### src/rtl/aq_hpcp_ovf_int_ctrl.sv
// HPCP counter-overflow interrupt controller.
// Keeps a sticky overflow status vector and a saturating count of lost overflows.
// Raises a level interrupt request, handshaken with vld/ack, whenever an enabled
// status bit is set. Also serves CSR read-back with a fixed one-cycle latency.
module aq_hpcp_ovf_int_ctrl #(
    parameter int NUM_CNT = 32,
    parameter int LOST_W  = 8
) (
    input  logic               hpcp_clk,
    input  logic               cpurst,
    input  logic [NUM_CNT-1:0] cntinten,
    input  logic [NUM_CNT-1:0] cnt_ovf_pulse,
    input  logic               ovf_clr_wen,
    input  logic [NUM_CNT-1:0] hpcp_wdata,
    input  logic               hpcp_rd_req,
    input  logic [1:0]         hpcp_rd_sel,
    output logic               hpcp_rd_vld,
    output logic [31:0]        hpcp_rd_data,
    output logic               hpcp_int_vld,
    input  logic               hpcp_int_ack,
    output logic [NUM_CNT-1:0] ovf_status
);

    typedef enum logic [1:0] {
        IDLE = 2'd0,
        REQ  = 2'd1,
        SVC  = 2'd2
    } state_t;

    state_t             state;
    logic [LOST_W-1:0]  lost_cnt;
    logic [NUM_CNT-1:0] clr_mask;
    logic               lost_hit;
    logic               lost_clr;
    logic               pending;
    logic [31:0]        rd_mux;

    // Clear mask, lost-overflow detect and interrupt pending.
    // Set wins over clear, so a pulse on an already-set bit is always lost,
    // even when that bit is being cleared in the same cycle.
    always_comb begin
        clr_mask = ovf_clr_wen ? hpcp_wdata : '0;
        lost_hit = |(cnt_ovf_pulse & ovf_status);
        lost_clr = ovf_clr_wen && (hpcp_wdata == {NUM_CNT{1'b1}});
        pending  = |(ovf_status & cntinten);
    end

    // Sticky status: set by overflow pulses, cleared by write-1-to-clear.
    always_ff @(posedge hpcp_clk) begin
        if (cpurst) begin
            ovf_status <= '0;
        end else begin
            ovf_status <= cnt_ovf_pulse | (ovf_status & ~clr_mask);
        end
    end

    // Saturating lost-overflow counter; a full-mask clear takes priority over an increment.
    always_ff @(posedge hpcp_clk) begin
        if (cpurst) begin
            lost_cnt <= '0;
        end else if (lost_clr) begin
            lost_cnt <= '0;
        end else if (lost_hit && (lost_cnt != {LOST_W{1'b1}})) begin
            lost_cnt <= lost_cnt + 1'b1;
        end
    end

    // Interrupt handshake FSM; the request is retracted if pending drops before ack.
    always_ff @(posedge hpcp_clk) begin
        if (cpurst) begin
            state        <= IDLE;
            hpcp_int_vld <= 1'b0;
        end else begin
            case (state)
                IDLE: begin
                    if (pending) begin
                        state        <= REQ;
                        hpcp_int_vld <= 1'b1;
                    end
                end
                REQ: begin
                    if (hpcp_int_ack) begin
                        state        <= SVC;
                        hpcp_int_vld <= 1'b0;
                    end else if (!pending) begin
                        state        <= IDLE;
                        hpcp_int_vld <= 1'b0;
                    end
                end
                SVC: begin
                    if (!pending) begin
                        state <= IDLE;
                    end
                end
                default: begin
                    state        <= IDLE;
                    hpcp_int_vld <= 1'b0;
                end
            endcase
        end
    end

    // CSR read source select, zero-extended to 32 bits.
    always_comb begin
        rd_mux = '0;
        case (hpcp_rd_sel)
            2'd0:    rd_mux = 32'(ovf_status);
            2'd1:    rd_mux = 32'(cntinten);
            2'd2:    rd_mux = 32'(lost_cnt);
            default: rd_mux = '0;
        endcase
    end

    // Read response registered one cycle after the request; data is zero when idle.
    always_ff @(posedge hpcp_clk) begin
        if (cpurst) begin
            hpcp_rd_vld  <= 1'b0;
            hpcp_rd_data <= '0;
        end else begin
            hpcp_rd_vld  <= hpcp_rd_req;
            hpcp_rd_data <= hpcp_rd_req ? rd_mux : '0;
        end
    end

endmodule
### config.mk
export PLATFORM = sky130hd
export DESIGN_NAME = aq_hpcp_ovf_int_ctrl
export DESIGN_NICKNAME = d
export VERILOG_FILES = /design/src/rtl/aq_hpcp_ovf_int_ctrl.sv
export SDC_FILE = /design/constraint.sdc
export NUM_CORES = 1
export LEC_CHECK = 0
export ABC_AREA = 1
export CELL_PAD_IN_SITES_DETAIL_PLACEMENT = 0
export CELL_PAD_IN_SITES_GLOBAL_PLACEMENT = 1
export CORE_ASPECT_RATIO = 1.2
export CORE_UTILIZATION = 24
export DETAILED_ROUTE_END_ITERATION = 7
export PLACE_DENSITY_LB_ADDON = 0.1
export SETUP_SLACK_MARGIN = 0.4
export SKIP_LAST_GASP = 1
export SYNTH_ARGS = -nofsm -noshare
export SYNTH_HDL_FRONTEND = slang
export SYNTH_SLANG_ARGS = --single-unit
### constraint.sdc
create_clock -name hpcp_clk -period 1.3 [get_ports hpcp_clk]
set_clock_uncertainty 0.1 [all_clocks]
set_input_delay 0.325 -clock hpcp_clk [delete_from_list [all_inputs] [get_ports hpcp_clk]]
set_output_delay 0.325 -clock hpcp_clk [all_outputs]
set_load 0.02 [all_outputs]
### After elaboration in Yosys (flattened, before gate mapping)

Index checks and enable logic that the tools add are counted.

* flip-flop bits (word level): 76
* logic and storage cells: 41

* add/subtract/negate cells: 1
* equal/unequal tests: 8
* multiplexer cells: 10
* bitwise logic cells: 7
* reduce and logical (&&, ||, !) cells: 9

Operators with widths (count)
* $and A32 B32 Y32: 3
* $pmux W32 S3: 1
* $reduce_or A32 Y1: 2
* $eq A32 B32 Y1 const B: 1
* $mux W32: 1
* $not A32 Y32: 1
* $or A32 B32 Y32: 1
* $add A8 B1 Y8 const B: 1
* $ne A8 B8 Y1 const B: 1
* $mux W2: 3
* $pmux W2 S3: 1
* $eq A2 B1 Y1 const B: 2
* $eq A2 B2 Y1 const B: 2
* $logic_not A2 Y1: 2
* $reduce_or A2 Y1: 2
* $mux W1: 3
* $ne A3 B3 Y1 const B: 1
* $pmux W1 S3: 1
* $reduce_and A3 Y1: 1
* $logic_and A1 B1 Y1: 2
* $ne A2 B2 Y1 const B: 1
* $not A1 Y1: 2

### Longest topological paths before layout

Gate-level depths: netlist of the first run.

* depth in word-level cells: 5
* depth in mapped cells: 10
* depth with buffers taken out: 10

### Worst setup path before layout of the first run

No wires, ideal clock.

* path kind: reg2reg
* start point: reg ovf_status[0]
* end point: reg lost_cnt[2]
* setup time: 123 ps
* arrival time: 1162 ps
* slack: -84 ps
* stages on the path, launching flop included: 10
* buffers on the path: 0
* period minus slack after synthesis: 1384 ps
* cell sequence: dfxtp_1 > inv_1 > o21ai_0 > nor2_1 > nand2_1 > nor2_1 > nand2_2 > nand2_4 > nand2_1 > a21oi_1

* word-level cells in the longest chain between the ends: 3

RTL lines
* start, declared: RTL line 21 `output logic [NUM_CNT-1:0] ovf_status`
* start signal, assigned: RTL line 53 `ovf_status <= cnt_ovf_pulse | (ovf_status & ~clr_mask);`
* $and A32 B32 Y32: RTL line 43 `lost_hit = |(cnt_ovf_pulse & ovf_status);`
* $reduce_or A32 Y1: RTL line 43
* $logic_and A1 B1 Y1: RTL line 63 `end else if (lost_hit && (lost_cnt != {LOST_W{1'b1}})) begin`
* end signal, assigned: RTL line 64 `lost_cnt <= lost_cnt + 1'b1;`
* end, declared: RTL line 31 `logic [LOST_W-1:0] lost_cnt;`

No other way between the ends.
A chain may end at the register's enable or synchronous reset.

### Final worst setup path of the first run

* start point: reg lost_cnt[4]
* end point: reg lost_cnt[7]

* word-level cells in the longest chain between the ends: 2

RTL lines
* parallel branches: the longest is 2 deep, another holds $add A8 B1 Y8

Parallel ways; which one is timed is not known.

==> results.txt, run 1 <==
Status: complete, but fails checks
Violations in the final reports: DRC, setup timing
Number of cells on the worst hold path: 3
Stages on worst setup path: 9
H-tree depth: 3
Post-Layout Cell Count: 979
Max-slew violation count: 0
Register-to-Register Path Depth: 9
Register Area: 1670 um^2
Floorplan core area: 13900 um^2
Routed vias/inst: 4.56
Area of the mapped netlist: 3450 um^2
Vertical die dimension: 133 um
Placed cell count: 923
Number of DRC markers after the initial detailed-route iteration: 158
Start point of the critical path: lost_cnt[4]$_SDFFE_PP0P_
Share of the yosys chip area belonging to registers: 0.441
Gr usage total: 0.204
Post-Syn Area per Cell: 6.61 um^2
Setup slack of the most critical reg-to-reg path: -260 ps
Maximum achievable frequency: 0.642 GHz
Ys Warns: 0
Transition time at the pin with the least slew margin: 327 ps
Total die area: 14900 um^2
Worst endpoint required time: 1470 ps
Die X: 111 um
Number of remaining DRC errors: 18
Detailed-router iteration count before antenna repair: 6
Total length of routed wires: 15.6 mm
Setup ws final: -258 ps
CTS tree: done
Cell type contributing the most total cell area after synthesis: dfxtp_1
Initial core utilization: 0.248
Wire length of the first global-routing pass: 23.3 mm
Largest buffer count on any clock path: 2
Num rows: 47
Final weighted congestion of routability-driven global placement: 0.798
Overall power: 6.89 mW
Cell breakdown of the critical path: nand2_1 > nor2_1 > and3_4 > inv_4 > nor2_8 > nand2_4 > nand2_4 > nand2_1 > a21oi_2
Placed Instance Area: 6030 um^2
Buffers & Inverters on Critical Path: 1
Leftover overflow at the end of global routing: 0
Clk Latency, worst-skew pair: 340 ps
Launch point of the worst reg-to-reg path: lost_cnt[4]$_SDFFE_PP0P_
Data arrival time of the critical path: 1730 ps
Relative slew slack: 0.782
Max-cap viol count: 0
Largest net degree at the start of global routing: 25
Net count of the mapped netlist: 626
Post-CTS clock slew at the launch and capture registers of the worst setup and hold paths: 60 ps
Biggest cell delay along the critical path: 330 ps
Clk root buf: clkbuf_16
Number of CTS-inserted buffers: 9
Maximum vdd ir drop: 0.000480 V
Unrepaired setup endpoints after global routing: yes
Final critical-path required period: 1560 ps
Crit path max fanout: 8
Number of sinks handled by clock tree synthesis: 76
Routed Antenna Nets: 0
Area used by multi-input combinational logic: 2300 um^2
Timing endpoint of the critical path: lost_cnt[7]$_SDFFE_PP0P_
Final net count: 907
Port buffer count: 168
Largest cells by area after synthesis: dfxtp_1 (44%), nand2_1 (23%), a21oi_1 (9.6%)
Synthesized netlist cell count: 522
Worst R2R End: lost_cnt[7]$_SDFFE_PP0P_
P&R area growth vs syn: 120%
Final routed wire length divided by cell count: 15.9 um
Vias in the first global route: 4467
Highest-count cells in the layout ignoring fill and taps: nand2_1 (143), buf_6 (92), buf_4 (77)
Total power per unit cell area: 907 nW/um^2
Detailed-placement wirelength estimate: 10.5 mm
Part of the cycle the worst path needs: 1.20
WS Path Type: reg2reg
Post-cts hold buffer count: 0
Hold crit path type: in2reg
Cell leakage power: 3.71 nW
Register bit total from synthesis: 76
Ant diodes: 0
Fraction of final layout cells with drive strength greater than 1: 0.525
Worst Setup Start Kind: flip-flop
Design Area, Final: 7590 um^2
CP delay by family, top: simple AND/OR/NAND/NOR gates
Share of the synthesized area in the top cell type: 0.441
Crit path max-delay cell type: dfxtp_1
Most frequent standard cell in the layout excluding fill and tap cells: nand2_1
Endpoint kind of the worst setup timing path: flip-flop
Library cells used by synthesis: 25
Overall via count from detail_route: 4468
Layout fillers: 1344
Number of antenna violations at the first check in global routing: 0
Count of final setup violators: 22
Number of top-level pins: 169
Worst Hold Slack: 142 ps
Final hold viol count: 0
==> synthesized netlist by cell type (all sizes together) <==
cell type  instances
ha                 1
o221ai             3
clkinv             1
xor2               5
o21ai             11
and3               1
nor3               3
nor4               1
o211ai             4
nor3b              1
dfxtp             76
nand4              5
nand2            212
nand3             23
buf                6
nor2              49
clkbuf             9
inv               45
a21oi             66
==> cells by family after synthesis <==
| family | Yosys count | share of synthesized area |
|---|---|---|
| simple gates | 295 | 0.346 |
| compound gates | 84 | 0.128 |
| flops | 76 | 0.441 |
| buf+inv | 61 | 0.0682 |
| xor+xnor | 5 | 0.0127 |
| fa+ha+maj | 1 | 0.00363 |
==> area by class of cell <==
cell class / instances / area share
tap: 171 / 0.0282
clock buffer: 15 / 0.0379
timing repair buffer: 284 / 0.385
sequential: 76 / 0.220
clock inverter: 1 / 0.000659
multi-input combinational: 386 / 0.303
inverter: 46 / 0.0255
==> report_power, final <==
| group | total (mW) | leakage [nW] | switching (mW) | internal [mW] |
|---|---|---|---|---|
| sequential | 2.58 | 0.658 | 0.128 | 2.45 |
| combinational | 1.80 | 2.91 | 0.849 | 0.947 |
| clock | 2.51 | 0.146 | 1.01 | 1.50 |
| total | 6.89 | 3.71 | 1.98 | 4.90 |
==> per-layer routing <==
metal	wire length (um)	part of all wire	up-vias	GRT usage
met5	0	0	-	0
met4	261	0.017	0	0.0668
met3	797	0.051	19	0.0496
met2	8010	0.51	126	0.364
met1	6500	0.42	2098	0.239
li1	-	-	2225	-
==> registers in the layout, indices dropped and copies added (netlist names) <==
name,cells
hpcp_int_vld,1
hpcp_rd_data,32
hpcp_rd_vld,1
lost_cnt,8
ovf_status,32
state,2
==> worst min path at each step <==
| stage | from | to | slack [ps] |
|---|---|---|---|
| 4_1_cts | cpurst | lost_cnt[6]$_SDFFE_PP0P_ | 210 |
| 3_3_place_gp | hpcp_int_vld$_SDFFE_PP0P_ | hpcp_int_vld$_SDFFE_PP0P_ | 370 |
| 3_5_place_dp | hpcp_int_vld$_SDFFE_PP0P_ | hpcp_int_vld$_SDFFE_PP0P_ | 380 |
| 6_report | cnt_ovf_pulse[9] | ovf_status[9]$_SDFF_PP0_ | 140 |
| 2_1_floorplan | cnt_ovf_pulse[12] | ovf_status[12]$_SDFF_PP0_ | 340 |
| 5_1_grt | cnt_ovf_pulse[21] | ovf_status[21]$_SDFF_PP0_ | 160 |
==> per-stage QoR <==
step	utilization	TNS (ps)	setup slack, ps
CTS	0.501	-3220	-265
detailed placement	0.432	-39140	-849
global placement	0.432	-39590	-887
floorplan	-	0	8.31
global route	0.545	-4190	-322
finish	0.545	-3040	-258
==> worst register-to-register path: cells and delay by family, from the launching register on <==
family	cells	cell delay [ps]
flip-flops	1	330
AND/OR/NAND/NOR	7	870
AO/OA/AOI/OAI	1	130
buffers and inverters	1	50
==> what timing repair did <==
| action | 4_1_cts | 5_1_grt |
|---|---|---|
| setup endpoints to repair | 142 | 131 |
| buffers inserted | 16 | 15 |
| resized for setup | 601 | 154 |
| pin swaps | 71 | 64 |
| gates cloned | 8 | 1 |
No activity file was read; power rests on OpenSTA's default activity.
==> run 2, diff against run 1 <==
--- a/config.mk
+++ b/config.mk
@@ -8,8 +8,8 @@
 export ABC_AREA = 1
 export CELL_PAD_IN_SITES_DETAIL_PLACEMENT = 0
 export CELL_PAD_IN_SITES_GLOBAL_PLACEMENT = 1
-export CORE_ASPECT_RATIO = 1.2
 export CORE_UTILIZATION = 24
+export CTS_CLUSTER_DIAMETER = 60
 export DETAILED_ROUTE_END_ITERATION = 7
 export PLACE_DENSITY_LB_ADDON = 0.1
 export SETUP_SLACK_MARGIN = 0.4
==> run 2 against run 1 <==
The run ends with setup timing left. Utilization is 3.5 points higher. Sequential share of layout area is 1.3 points lower. Via count is 2.0% higher. Sequential power hardly changed. Die area hardly changed. Critical endpoint unchanged.
==> results.txt, run 2 (same netlist as run 1, synthesis figures left out) <==
Worst setup timing slack at the placement stage: -895 ps (-46.4 ps)
Worst endpoint required time: 1470 ps (about the same)
Data arrival time of the critical path: 1740 ps (about the same)
Fraction of final layout cells with drive strength greater than 1: 0.557 (+0.0327)
Most frequent standard cell in the layout excluding fill and tap cells: nand2_1
Total die area: 14900 um^2 (about the same)
WS Path Type: in2reg
Die X: 122 um (+9.4%)
Setup ws final: -272 ps (-13.6 ps)
Vias in the first global route: 4522 (+1.2%)
Total length of routed wires: 16.0 mm (+2.8%)
Cell breakdown of the critical path: clkdlybuf4s50_1 > nand2_1 > o21ai_1 > nor2_1 > nand2_1 > nor2_2 > nand2_2 > nand2_4 > nand2_2 > a21oi_1
Post-cts hold buffer count: 0 (unchanged)
Initial core utilization: 0.248 (about the same)
Violations in the final reports: setup timing
Number of CTS-inserted buffers: 9 (unchanged)
Final critical-path required period: 1570 ps (+13.6 ps)
Unrepaired setup endpoints after global routing: yes
Overall via count from detail_route: 4558 (+2.0%)
Number of sinks handled by clock tree synthesis: 76 (unchanged)
Number of antenna violations at the first check in global routing: 0 (unchanged)
Max-slew violation count: 0 (unchanged)
Final routed wire length divided by cell count: 15.7 um (-0.97%)
Status: complete, but fails checks
Detailed-placement wirelength estimate: 10.5 mm (+0.31%)
Number of top-level pins: 169 (unchanged)
Final hold viol count: 0 (unchanged)
Worst Hold Slack: 150 ps (+7.84 ps)
Final weighted congestion of routability-driven global placement: 0.797 (-0.11%)
P&R area growth vs syn: 134%
Registers with the most flip-flops: hpcp_rd_data: 32 flops, ovf_status: 32 flops, lost_cnt: 8 flops
Number of DRC markers after the initial detailed-route iteration: 171 (+8.2%)
Detailed-router iteration count before antenna repair: 4 (-2)
Crit path max-delay cell type: clkdlybuf4s50_1
Wire length of the first global-routing pass: 23.5 mm (+0.92%)
Maximum achievable frequency: 0.636 GHz (-0.87%)
Transition time at the pin with the least slew margin: 332 ps (+5.11 ps)
CTS tree: done
Routed vias/inst: 4.49 (-1.7%)
Ant diodes: 0 (unchanged)
Endpoint kind of the worst setup timing path: flip-flop
Count of final setup violators: 30 (+36%)
Num rows: 43 (-8.5%)
Clk Latency, worst-skew pair: 340 ps (about the same)
Largest buffer count on any clock path: 2 (unchanged)
Vertical die dimension: 122 um (-8.6%)
Number of remaining DRC errors: 0 (-18)
Placed cell count: 933 (+1.1%)
Highest-count cells in the layout ignoring fill and taps: nand2_1 (141), buf_6 (111), buf_4 (80)
Worst Setup Start Kind: input pin
Post-Layout Cell Count: 1016 (+3.8%)
Port buffer count: 168 (unchanged)
Leftover overflow at the end of global routing: 0 (unchanged)
Biggest cell delay along the critical path: 450 ps (+120 ps)
Largest net degree at the start of global routing: 21 (-16%)
Launch point of the worst reg-to-reg path: ovf_status[0]$_SDFF_PP0_
Cell leakage power: 3.91 nW (+5.3%)
H-tree depth: 3 (unchanged)
Final net count: 935 (+3.1%)
Post-CTS clock slew at the launch and capture registers of the worst setup and hold paths: 60 ps (about the same)
Hold crit path type: in2reg
Clk root buf: clkbuf_16
Floorplan core area: 13900 um^2 (about the same)
Hold Path Origin: cnt_ovf_pulse[25]
Routed Antenna Nets: 0 (unchanged)
Gr usage total: 0.213 (+0.00867)
Max-cap viol count: 0 (unchanged)
Maximum vdd ir drop: 0.000515 V (+7.3%)
Part of the cycle the worst path needs: 1.21 (+0.0105)
Relative slew slack: 0.778 (-0.00341)
Crit path max fanout: 7 (-1)
Start point of the critical path: cnt_ovf_pulse[7]
Total power per unit cell area: 907 nW/um^2 (about the same)
Final total negative setup slack: -4180 ps (-1140 ps)
## run 2: per-stage QoR
step           power, mW  area [um^2]   util
5_1_grt             7.66         8090  0.580
6_report            7.33         8090  0.580
2_1_floorplan       3.15         3670      -
4_1_cts             7.15         7320  0.525
3_5_place_dp        4.03         6060  0.435
3_3_place_gp        4.02         6060  0.435
## run 2: final timing paths
kind / depth (start not counted) / endpoint / slack, ps
setup / recovery: 10 / lost_cnt[7]$_SDFFE_PP0P_ / -270
hold / removal: 3 / ovf_status[25]$_SDFF_PP0_ / 150
setup reg to reg: 9 / lost_cnt[3]$_SDFFE_PP0P_ / -270
hold reg to reg: 2 / hpcp_int_vld$_SDFFE_PP0P_ / 380
## run 2: cell type report
cell class,count,area [um^2]
multi-input combinational,386,2320
sequential,76,1670
clock buffer,15,332
clock inverter,1,5.00
inverter,46,196
timing repair buffer,312,3330
tap,180,225
fill,1270,5850
## run 2: metal layers
layer	vias to the layer above	GRT usage	share of wire
li1	2287	-	-
met1	2145	0.270	0.44
met2	112	0.361	0.50
met3	14	0.0346	0.044
met4	0	0.0764	0.015
met5	-	0	0
## run 2: what timing repair did
item | 4_1_cts | 5_1_grt
gates resized for setup | 622 | 161
setup buffers | 31 | 27
setup endpoints to repair | 142 | 127
gates cloned | 9 | 0
endpoints found under the hold margin | 0 | 0
pin swaps | 64 | 69
## run 2: where the power goes
part           internal (mW)  leakage [nW]  switching [mW]  total, mW
combinational           1.09          3.08           0.896       1.99
clock                   1.75         0.167            1.03       2.77
sequential              2.45         0.658           0.122       2.57
## run 2: worst max-delay path: cells and delay by family
family,cells,cell delay [ps]
AO/OA/AOI/OAI,2,200
AND/OR/NAND/NOR,7,770
buffers and inverters,1,450
